==> src/rtl/nonce_sweep_ctrl_pkg.sv <==
// Shared types and constants for the nonce sweep controller.
// Widths, FSM state encoding, register codes and the nonce insert helper.
package goldminer_pkg;

  localparam int BLOCK_W = 512;
  localparam int HASH_W  = 256;
  localparam int NONCE_W = 32;

  // Control register bit positions used by the Avalon-MM front end.
  localparam int CTRL_ABORT_BIT = 0;
  localparam int CTRL_ACK_BIT   = 1;

  localparam logic [7:0] CODE_ABORT = 8'h01;
  localparam logic [7:0] CODE_ACK   = 8'h02;

  typedef enum logic [2:0] {
    S_IDLE,
    S_ISSUE,
    S_WAIT,
    S_CHECK,
    S_REPORT,
    S_DRAIN,
    S_DONE
  } state_t;

  // Overwrite one 32-bit word of the block with the nonce.
  function automatic logic [BLOCK_W-1:0] insert_nonce(
    input logic [BLOCK_W-1:0] blk,
    input logic [NONCE_W-1:0] nonce,
    input int                 word
  );
    logic [BLOCK_W-1:0] r;
    r = blk;
    r[word*NONCE_W +: NONCE_W] = nonce;
    return r;
  endfunction

endpackage

==> src/rtl/nonce_sweep_ctrl_if.sv <==
// Bundle of job, core and result signals around the sweep controller.
// slave is the controller's view, master is the surrounding system's view.
interface nonce_sweep_ctrl_if #(
  parameter int CNT_W = 32
);
  import goldminer_pkg::*;

  logic                 job_valid;
  logic                 job_ready;
  logic [BLOCK_W-1:0]   job_block;
  logic [HASH_W-1:0]    job_target;
  logic [NONCE_W-1:0]   job_nonce_start;
  logic [NONCE_W-1:0]   job_nonce_end;
  logic                 abort;
  logic                 sha_start;
  logic [BLOCK_W-1:0]   sha_data;
  logic                 sha_done;
  logic [HASH_W-1:0]    sha_hash;
  logic                 found_valid;
  logic [NONCE_W-1:0]   found_nonce;
  logic [HASH_W-1:0]    found_hash;
  logic                 found_ack;
  logic                 busy;
  logic                 exhausted;
  logic [CNT_W-1:0]     hashes_done;

  modport slave (
    input  job_valid, job_block, job_target,
    input  job_nonce_start, job_nonce_end, abort,
    input  sha_done, sha_hash, found_ack,
    output job_ready, sha_start, sha_data,
    output found_valid, found_nonce, found_hash,
    output busy, exhausted, hashes_done
  );

  modport master (
    output job_valid, job_block, job_target,
    output job_nonce_start, job_nonce_end, abort,
    output sha_done, sha_hash, found_ack,
    input  job_ready, sha_start, sha_data,
    input  found_valid, found_nonce, found_hash,
    input  busy, exhausted, hashes_done
  );

endinterface

==> src/rtl/nonce_sweep_ctrl_hash_lt.sv <==
// Unsigned magnitude compare of a hash against a target.
// Purely combinational; the MSB of each operand is the most significant.
module hash_lt_target #(
  parameter int W = 256
) (
  input  logic [W-1:0] a,
  input  logic [W-1:0] b,
  output logic         lt
);

  // Strict less-than: equality is not a win.
  always_comb begin
    lt = (a < b);
  end

endmodule

==> src/rtl/nonce_sweep_ctrl.sv <==
// Mining job scheduler: walks one SHA-256 core through a nonce range.
// Inserts each nonce into the block, checks hashes, reports winners.
module nonce_sweep_ctrl
  import goldminer_pkg::*;
#(
  parameter int NONCE_WORD = 3,
  parameter int CNT_W      = 32
) (
  input logic clk,
  input logic reset,
  nonce_sweep_ctrl_if.slave bus
);

  state_t state_q;
  state_t state_d;

  logic [BLOCK_W-1:0] block_q;
  logic [BLOCK_W-1:0] data_q;
  logic [HASH_W-1:0]  target_q;
  logic [HASH_W-1:0]  hash_q;
  logic [HASH_W-1:0]  fhash_q;
  logic [NONCE_W-1:0] nonce_q;
  logic [NONCE_W-1:0] end_q;
  logic [NONCE_W-1:0] fnonce_q;
  logic [NONCE_W-1:0] nonce_nx;
  logic [CNT_W-1:0]   count_q;

  logic win;
  logic last;
  logic accept;
  logic advance;
  logic report;
  logic take_hash;

  hash_lt_target #(.W(HASH_W)) u_lt (
    .a  (hash_q),
    .b  (target_q),
    .lt (win)
  );

  assign last      = (nonce_q == end_q);
  assign nonce_nx  = nonce_q + NONCE_W'(1);
  assign accept    = (state_q == S_IDLE) && bus.job_valid;
  assign advance   = (state_q != S_IDLE) && (state_d == S_ISSUE);
  assign report    = (state_q == S_CHECK) && (state_d == S_REPORT);
  assign take_hash = (state_q == S_WAIT) && bus.sha_done && !bus.abort;

  // State register.
  always_ff @(posedge clk) begin
    if (reset) state_q <= S_IDLE;
    else       state_q <= state_d;
  end

  // Next-state logic; abort outranks sha_done and found_ack.
  always_comb begin
    state_d = state_q;
    unique case (state_q)
      S_IDLE:   if (bus.job_valid) state_d = S_ISSUE;
      S_ISSUE:  state_d = bus.abort ? S_DRAIN : S_WAIT;
      S_WAIT: begin
        if (bus.abort)         state_d = bus.sha_done ? S_IDLE : S_DRAIN;
        else if (bus.sha_done) state_d = S_CHECK;
      end
      S_CHECK: begin
        if (bus.abort) state_d = S_IDLE;
        else if (win)  state_d = S_REPORT;
        else if (last) state_d = S_DONE;
        else           state_d = S_ISSUE;
      end
      S_REPORT: begin
        if (bus.abort)          state_d = S_IDLE;
        else if (bus.found_ack) state_d = last ? S_DONE : S_ISSUE;
      end
      S_DRAIN:  if (bus.abort || bus.sha_done) state_d = S_IDLE;
      S_DONE:   state_d = S_IDLE;
      default:  state_d = S_IDLE;
    endcase
  end

  // Status and strobe outputs decoded from the current state.
  always_comb begin
    bus.job_ready   = (state_q == S_IDLE);
    bus.busy        = (state_q != S_IDLE);
    bus.sha_start   = (state_q == S_ISSUE);
    bus.found_valid = (state_q == S_REPORT);
    bus.exhausted   = (state_q == S_DONE);
    bus.sha_data    = data_q;
    bus.found_nonce = fnonce_q;
    bus.found_hash  = fhash_q;
    bus.hashes_done = count_q;
  end

  // Job latch, nonce stepping, hash capture and result registers.
  always_ff @(posedge clk) begin
    if (reset) begin
      block_q  <= '0;
      data_q   <= '0;
      target_q <= '0;
      hash_q   <= '0;
      fhash_q  <= '0;
      nonce_q  <= '0;
      end_q    <= '0;
      fnonce_q <= '0;
      count_q  <= '0;
    end else begin
      if (accept) begin
        block_q  <= bus.job_block;
        target_q <= bus.job_target;
        end_q    <= bus.job_nonce_end;
        nonce_q  <= bus.job_nonce_start;
        data_q   <= insert_nonce(bus.job_block,
                                 bus.job_nonce_start,
                                 NONCE_WORD);
        count_q  <= '0;
      end
      if (advance) begin
        nonce_q <= nonce_nx;
        data_q  <= insert_nonce(block_q, nonce_nx, NONCE_WORD);
      end
      if (take_hash) begin
        hash_q <= bus.sha_hash;
        if (count_q != '1) count_q <= count_q + CNT_W'(1);
      end
      if (report) begin
        fnonce_q <= nonce_q;
        fhash_q  <= hash_q;
      end
    end
  end

endmodule

==> src/flat_wrapper.sv <==
// flat-port wrapper written by rule: the top's interface ports become plain ports
module nonce_sweep_ctrl_flat import goldminer_pkg::*;
#(
  parameter int NONCE_WORD = 3,
  parameter int CNT_W      = 32
)
  (clk, reset, bus_job_valid, bus_job_block, bus_job_target, bus_job_nonce_start, bus_job_nonce_end, bus_abort, bus_sha_done, bus_sha_hash, bus_found_ack, bus_job_ready, bus_sha_start, bus_sha_data, bus_found_valid, bus_found_nonce, bus_found_hash, bus_busy, bus_exhausted, bus_hashes_done);
  nonce_sweep_ctrl_if #(.CNT_W(CNT_W)) bus_i ();
  input logic clk;
  input logic reset;
  input wire logic [$bits(bus_i.job_valid)-1:0] bus_job_valid;
  input wire logic [$bits(bus_i.job_block)-1:0] bus_job_block;
  input wire logic [$bits(bus_i.job_target)-1:0] bus_job_target;
  input wire logic [$bits(bus_i.job_nonce_start)-1:0] bus_job_nonce_start;
  input wire logic [$bits(bus_i.job_nonce_end)-1:0] bus_job_nonce_end;
  input wire logic [$bits(bus_i.abort)-1:0] bus_abort;
  input wire logic [$bits(bus_i.sha_done)-1:0] bus_sha_done;
  input wire logic [$bits(bus_i.sha_hash)-1:0] bus_sha_hash;
  input wire logic [$bits(bus_i.found_ack)-1:0] bus_found_ack;
  output wire logic [$bits(bus_i.job_ready)-1:0] bus_job_ready;
  output wire logic [$bits(bus_i.sha_start)-1:0] bus_sha_start;
  output wire logic [$bits(bus_i.sha_data)-1:0] bus_sha_data;
  output wire logic [$bits(bus_i.found_valid)-1:0] bus_found_valid;
  output wire logic [$bits(bus_i.found_nonce)-1:0] bus_found_nonce;
  output wire logic [$bits(bus_i.found_hash)-1:0] bus_found_hash;
  output wire logic [$bits(bus_i.busy)-1:0] bus_busy;
  output wire logic [$bits(bus_i.exhausted)-1:0] bus_exhausted;
  output wire logic [$bits(bus_i.hashes_done)-1:0] bus_hashes_done;
  assign bus_i.job_valid = bus_job_valid;
  assign bus_i.job_block = bus_job_block;
  assign bus_i.job_target = bus_job_target;
  assign bus_i.job_nonce_start = bus_job_nonce_start;
  assign bus_i.job_nonce_end = bus_job_nonce_end;
  assign bus_i.abort = bus_abort;
  assign bus_i.sha_done = bus_sha_done;
  assign bus_i.sha_hash = bus_sha_hash;
  assign bus_i.found_ack = bus_found_ack;
  assign bus_job_ready = bus_i.job_ready;
  assign bus_sha_start = bus_i.sha_start;
  assign bus_sha_data = bus_i.sha_data;
  assign bus_found_valid = bus_i.found_valid;
  assign bus_found_nonce = bus_i.found_nonce;
  assign bus_found_hash = bus_i.found_hash;
  assign bus_busy = bus_i.busy;
  assign bus_exhausted = bus_i.exhausted;
  assign bus_hashes_done = bus_i.hashes_done;
  nonce_sweep_ctrl #(.NONCE_WORD(NONCE_WORD), .CNT_W(CNT_W)) u_core (.clk(clk), .reset(reset), .bus(bus_i));
endmodule
==> config.mk <==
export PLATFORM = sky130hd
export DESIGN_NAME = nonce_sweep_ctrl_flat
export DESIGN_NICKNAME = d
export VERILOG_FILES = /design/src/rtl/nonce_sweep_ctrl_pkg.sv /design/src/rtl/nonce_sweep_ctrl_if.sv /design/src/rtl/nonce_sweep_ctrl_hash_lt.sv /design/src/rtl/nonce_sweep_ctrl.sv /design/src/flat_wrapper.sv
export SDC_FILE = /design/constraint.sdc
export NUM_CORES = 2
export LEC_CHECK = 0
export CORE_AREA = 2 2 763 765
export CTS_CLUSTER_DIAMETER = 100
export CTS_CLUSTER_SIZE = 10
export DETAILED_ROUTE_END_ITERATION = 12
export DIE_AREA = 0 0 765 767
export GPL_TIMING_DRIVEN = 0
export SYNTH_ARGS = -nofsm -noshare
export SYNTH_HDL_FRONTEND = slang
export SYNTH_SLANG_ARGS = --single-unit
==> constraint.sdc <==
create_clock -name clk -period 3.32 [get_ports clk]
set_clock_uncertainty 0.15 [all_clocks]
set_input_delay 0.498 -clock clk [delete_from_list [all_inputs] [get_ports clk]]
set_output_delay 0.498 -clock clk [all_outputs]
set_load 0.02 [all_outputs]
==> flow_summary.toml <==
[run_status]
status = "complete, but fails checks"
violations = "max-capacitance violations, max-slew violations, negative setup slack"

[synthesis]
synth_fp_nets = 10700
synth_cells = 9311
ys_types = 65
yosys_warnings = 0
synthTopCellsByArea = "dfxtp_1, nand2_1, a21oi_1"
yosys-top-cells-count = "nand2_1, dfxtp_1, a21oi_1"
synth_top_area_share_pct = 50.7
seq_area_frac_synth_pct = 50.7
synth-edff-count = 0
syn_area_per_cell_um2 = 7.88
netlist_area_um2 = 73400
synth.largest_area_cell = "dfxtp_1"
synth.most_common_cell = "nand2_1"
ys.flop_type = "dfxtp_1"
synthArstFlopShare_pct = 0
yosys_register_bits = 1859

[cts]
cts_tree = "yes"
clkTransAtPathRegs_ns = 0.06
clock_latency_ns = 0.98
root_buffer = "clkbuf_16"
cts_buffers = 218
htreeDepth = 4
clockBufferDepth = 4
cts.sinks = 1859

[placed_design]
dp.cells = 19000
dp_hpwl_mm = 538
portBuffers = 1897
post-place-ws_ns = -4.50
gp_congestion = 1.09

[grt]
grt_max_degree = 20
grt_antenna_before_repair = 344
grt_overflow = 0
grt_pass1_wl_mm = 788
grt_usage_pct = 20.3
grt_pass1_vias = 77800

[critical_path]
critPathKind = "flop to flop"
critPathRequiredTime_ns = 3.99
r2r_start = "u_core.end_q[9]"
crit_path_top_delay_cell = "dfxtp_1"
start_kind = "flop"
r2r_end = "u_core.bus.sha_data[156]"
rr_worst_depth = 16
slowest_delay_ns = 1.16
crit_fanout = 7
crit_chain = "xor2_1 -> nor4_2 -> buf_4 -> nand4_1 -> nor2_1 -> o21ba_2 -> nand3_1 -> or2_4 -> o21ai_4 -> buf_12 -> buf_16 -> buf_12 -> clkbuf_16 -> clkbuf_16 -> nor2_4 -> a311oi_1"
worstPathArrival_ns = 5.20
cp-end-kind = "flop"
rrSetupSlack_ns = -1.21

[floorplanning]
die_area_um2 = 587000
coreArea_um2 = 579000
fp.dieW_um = 765
start_util_pct = 12.7
io_pins = 1931
chipHeight_um = 767
placementRows = 280

[layout]
syn2layout_area_growth_pct = 64.3
drive_gt1_share_pct = 7.50
fin_nets = 13600
layout.cells.non_filler = 20200

[pwr]
ir_drop_mv = 0.444
power_density_nw_per_um2 = 489
leakagePower_uw = 0.0426
power_uw = 59000

[sta]
slew_viol_final = 10
worst_pin_slew_ns = 1.50
timing.final.crit_share_pct = 136
min_period_ns = 4.53
finalSetupTns_ns = -1128.14
relSlewSlack_pct = -0.328
hold_viol = 0
whs_ns = 0.0659
grt_setup_unrepaired = "yes"
setup_violations = 1780
max_freq_mhz = 221
fin_ws_ns = -1.21

[min_path]
holdPathEnd = "u_core.hash_q[136]"
worstHoldPathCells = 3
hp-class = "input pin to flop"
min-delay-start = "bus_sha_hash[136]"

[detailed_routing]
vias_per_cell = 4.17
wl_mm = 632
wl_per_cell_um = 31.3
ant_nets = 0
drt_iter0_drc = 8514
drt_first_pass_iters = 6
route.detailed.drc = 0
vias = 84200

[flow_run]
maxCapViolCount = 2
flip-flops by register name (all words and copies together), names as in the netlist:
register                flops
u_core.block_q            480
u_core.bus.found_hash     256
u_core.bus.found_nonce     32
u_core.bus.hashes_done     32
u_core.bus.sha_data       481
u_core.end_q               32
u_core.hash_q             256
u_core.nonce_q             31
u_core.state_q              3
u_core.target_q           256
layout by cell type (no fill, tap or decap), types with 15 or more instances in the layout:
cell / n
a311oi_1: 390
dfxtp_1: 1841
nor2_2: 60
buf_16: 21
nand4_1: 53
ha_1: 253
a311oi_2: 102
dlygate4sd3_1: 684
a31oi_1: 15
clkbuf_16: 257
nor3_1: 25
buf_4: 54
and3_1: 23
buf_6: 46
nand3_1: 57
clkbuf_2: 43
clkbuf_4: 19
inv_1: 284
nand2_1: 3187
buf_2: 23
o21ai_0: 43
clkdlybuf4s50_1: 1897
nand2_2: 21
a21oi_1: 1437
dfxtp_2: 15
nor2_1: 424
buf_8: 20
xor2_1: 39
buf_12: 41
diode_2: 171
nor2_4: 78
nor4_1: 18
clkbuf_1: 468
a21o_1: 24
repair_timing:
item	in CTS	in global routing
setup buffers	35	13
hold endpoints to repair	879	0
endpoints found under the setup margin	1851	1867
pin swaps	40	50
cloned	26	5
gates resized for setup	547	339
hold buffers	684	0
stage by stage:
step / util, % / cell area [um2]
2_1_floorplan: - / 73600
3_3_place_gp: 17.7 / 102000
3_5_place_dp: 17.8 / 103000
4_1_cts: 20.5 / 119000
5_1_grt: 20.8 / 120000
6_report: 20.8 / 121000
routing by layer:
layer | routed length, um | track usage (%)
met1 | 264000 | 26.2
met2 | 237000 | 27.0
met3 | 104000 | 12.7
met4 | 25700 | 7.22
met5 | 1660 | 0.573
kinds of logic after synthesis:
kind of cell | after synthesis | share of synthesized area [%]
muxes | 13 | 0.184
xor gates and xnor gates | 41 | 0.489
DFF | 1859 | 50.7
and+or+nand+nor | 4024 | 21.4
AOI/OAI and AO/OA | 2146 | 17.8
adders and majority gates | 257 | 4.38
buffers and inverters | 971 | 5.13
critical path, delay by kind of cell, from the launching register on:
kind | cells | cell delay, ns
AND/OR/NAND/NOR | 6 | 1.06
flip-flops | 1 | 1.16
XOR/XNOR | 1 | 0.17
buffers and inverters | 6 | 1.18
AO/OA/AOI/OAI | 3 | 0.58
layout make-up:
class / instances / area (um2)
repair buffers: 2684 / 27600
inverters: 285 / 1070
multi-input cells: 6481 / 34400
clock buffers: 224 / 5500
well taps: 7755 / 9700
diodes: 171 / 428
clock inverters: 29 / 434
fillers: 64200 / 459000
plain buffers: 686 / 4270
flip-flops and latches: 1859 / 37200
worst max-delay path by stage:
stage	startpoint	to	cells after the start
after global placement	bus_job_valid	u_core.end_q[26]	8
after CTS	u_core.target_q[207]	u_core.bus.sha_data[5]	16
after floorplan	u_core.target_q[149]	u_core.bus.sha_data[10]	14
final	u_core.end_q[9]	u_core.bus.sha_data[156]	16
after global routing	u_core.target_q[207]	u_core.bus.sha_data[2]	17
after detailed placement	u_core.hash_q[6]	u_core.bus.sha_data[5]	13
where the power goes:
| part | total, uW | leakage [uW] | switching, uW | internal [uW] |
|---|---|---|---|---|
| clock network | 22200 | 0.00290 | 10400 | 11800 |
| logic | 12000 | 0.0245 | 7820 | 4210 |
| registers | 24700 | 0.0152 | 1060 | 23700 |
No activity file was read; power rests on OpenSTA's default activity.
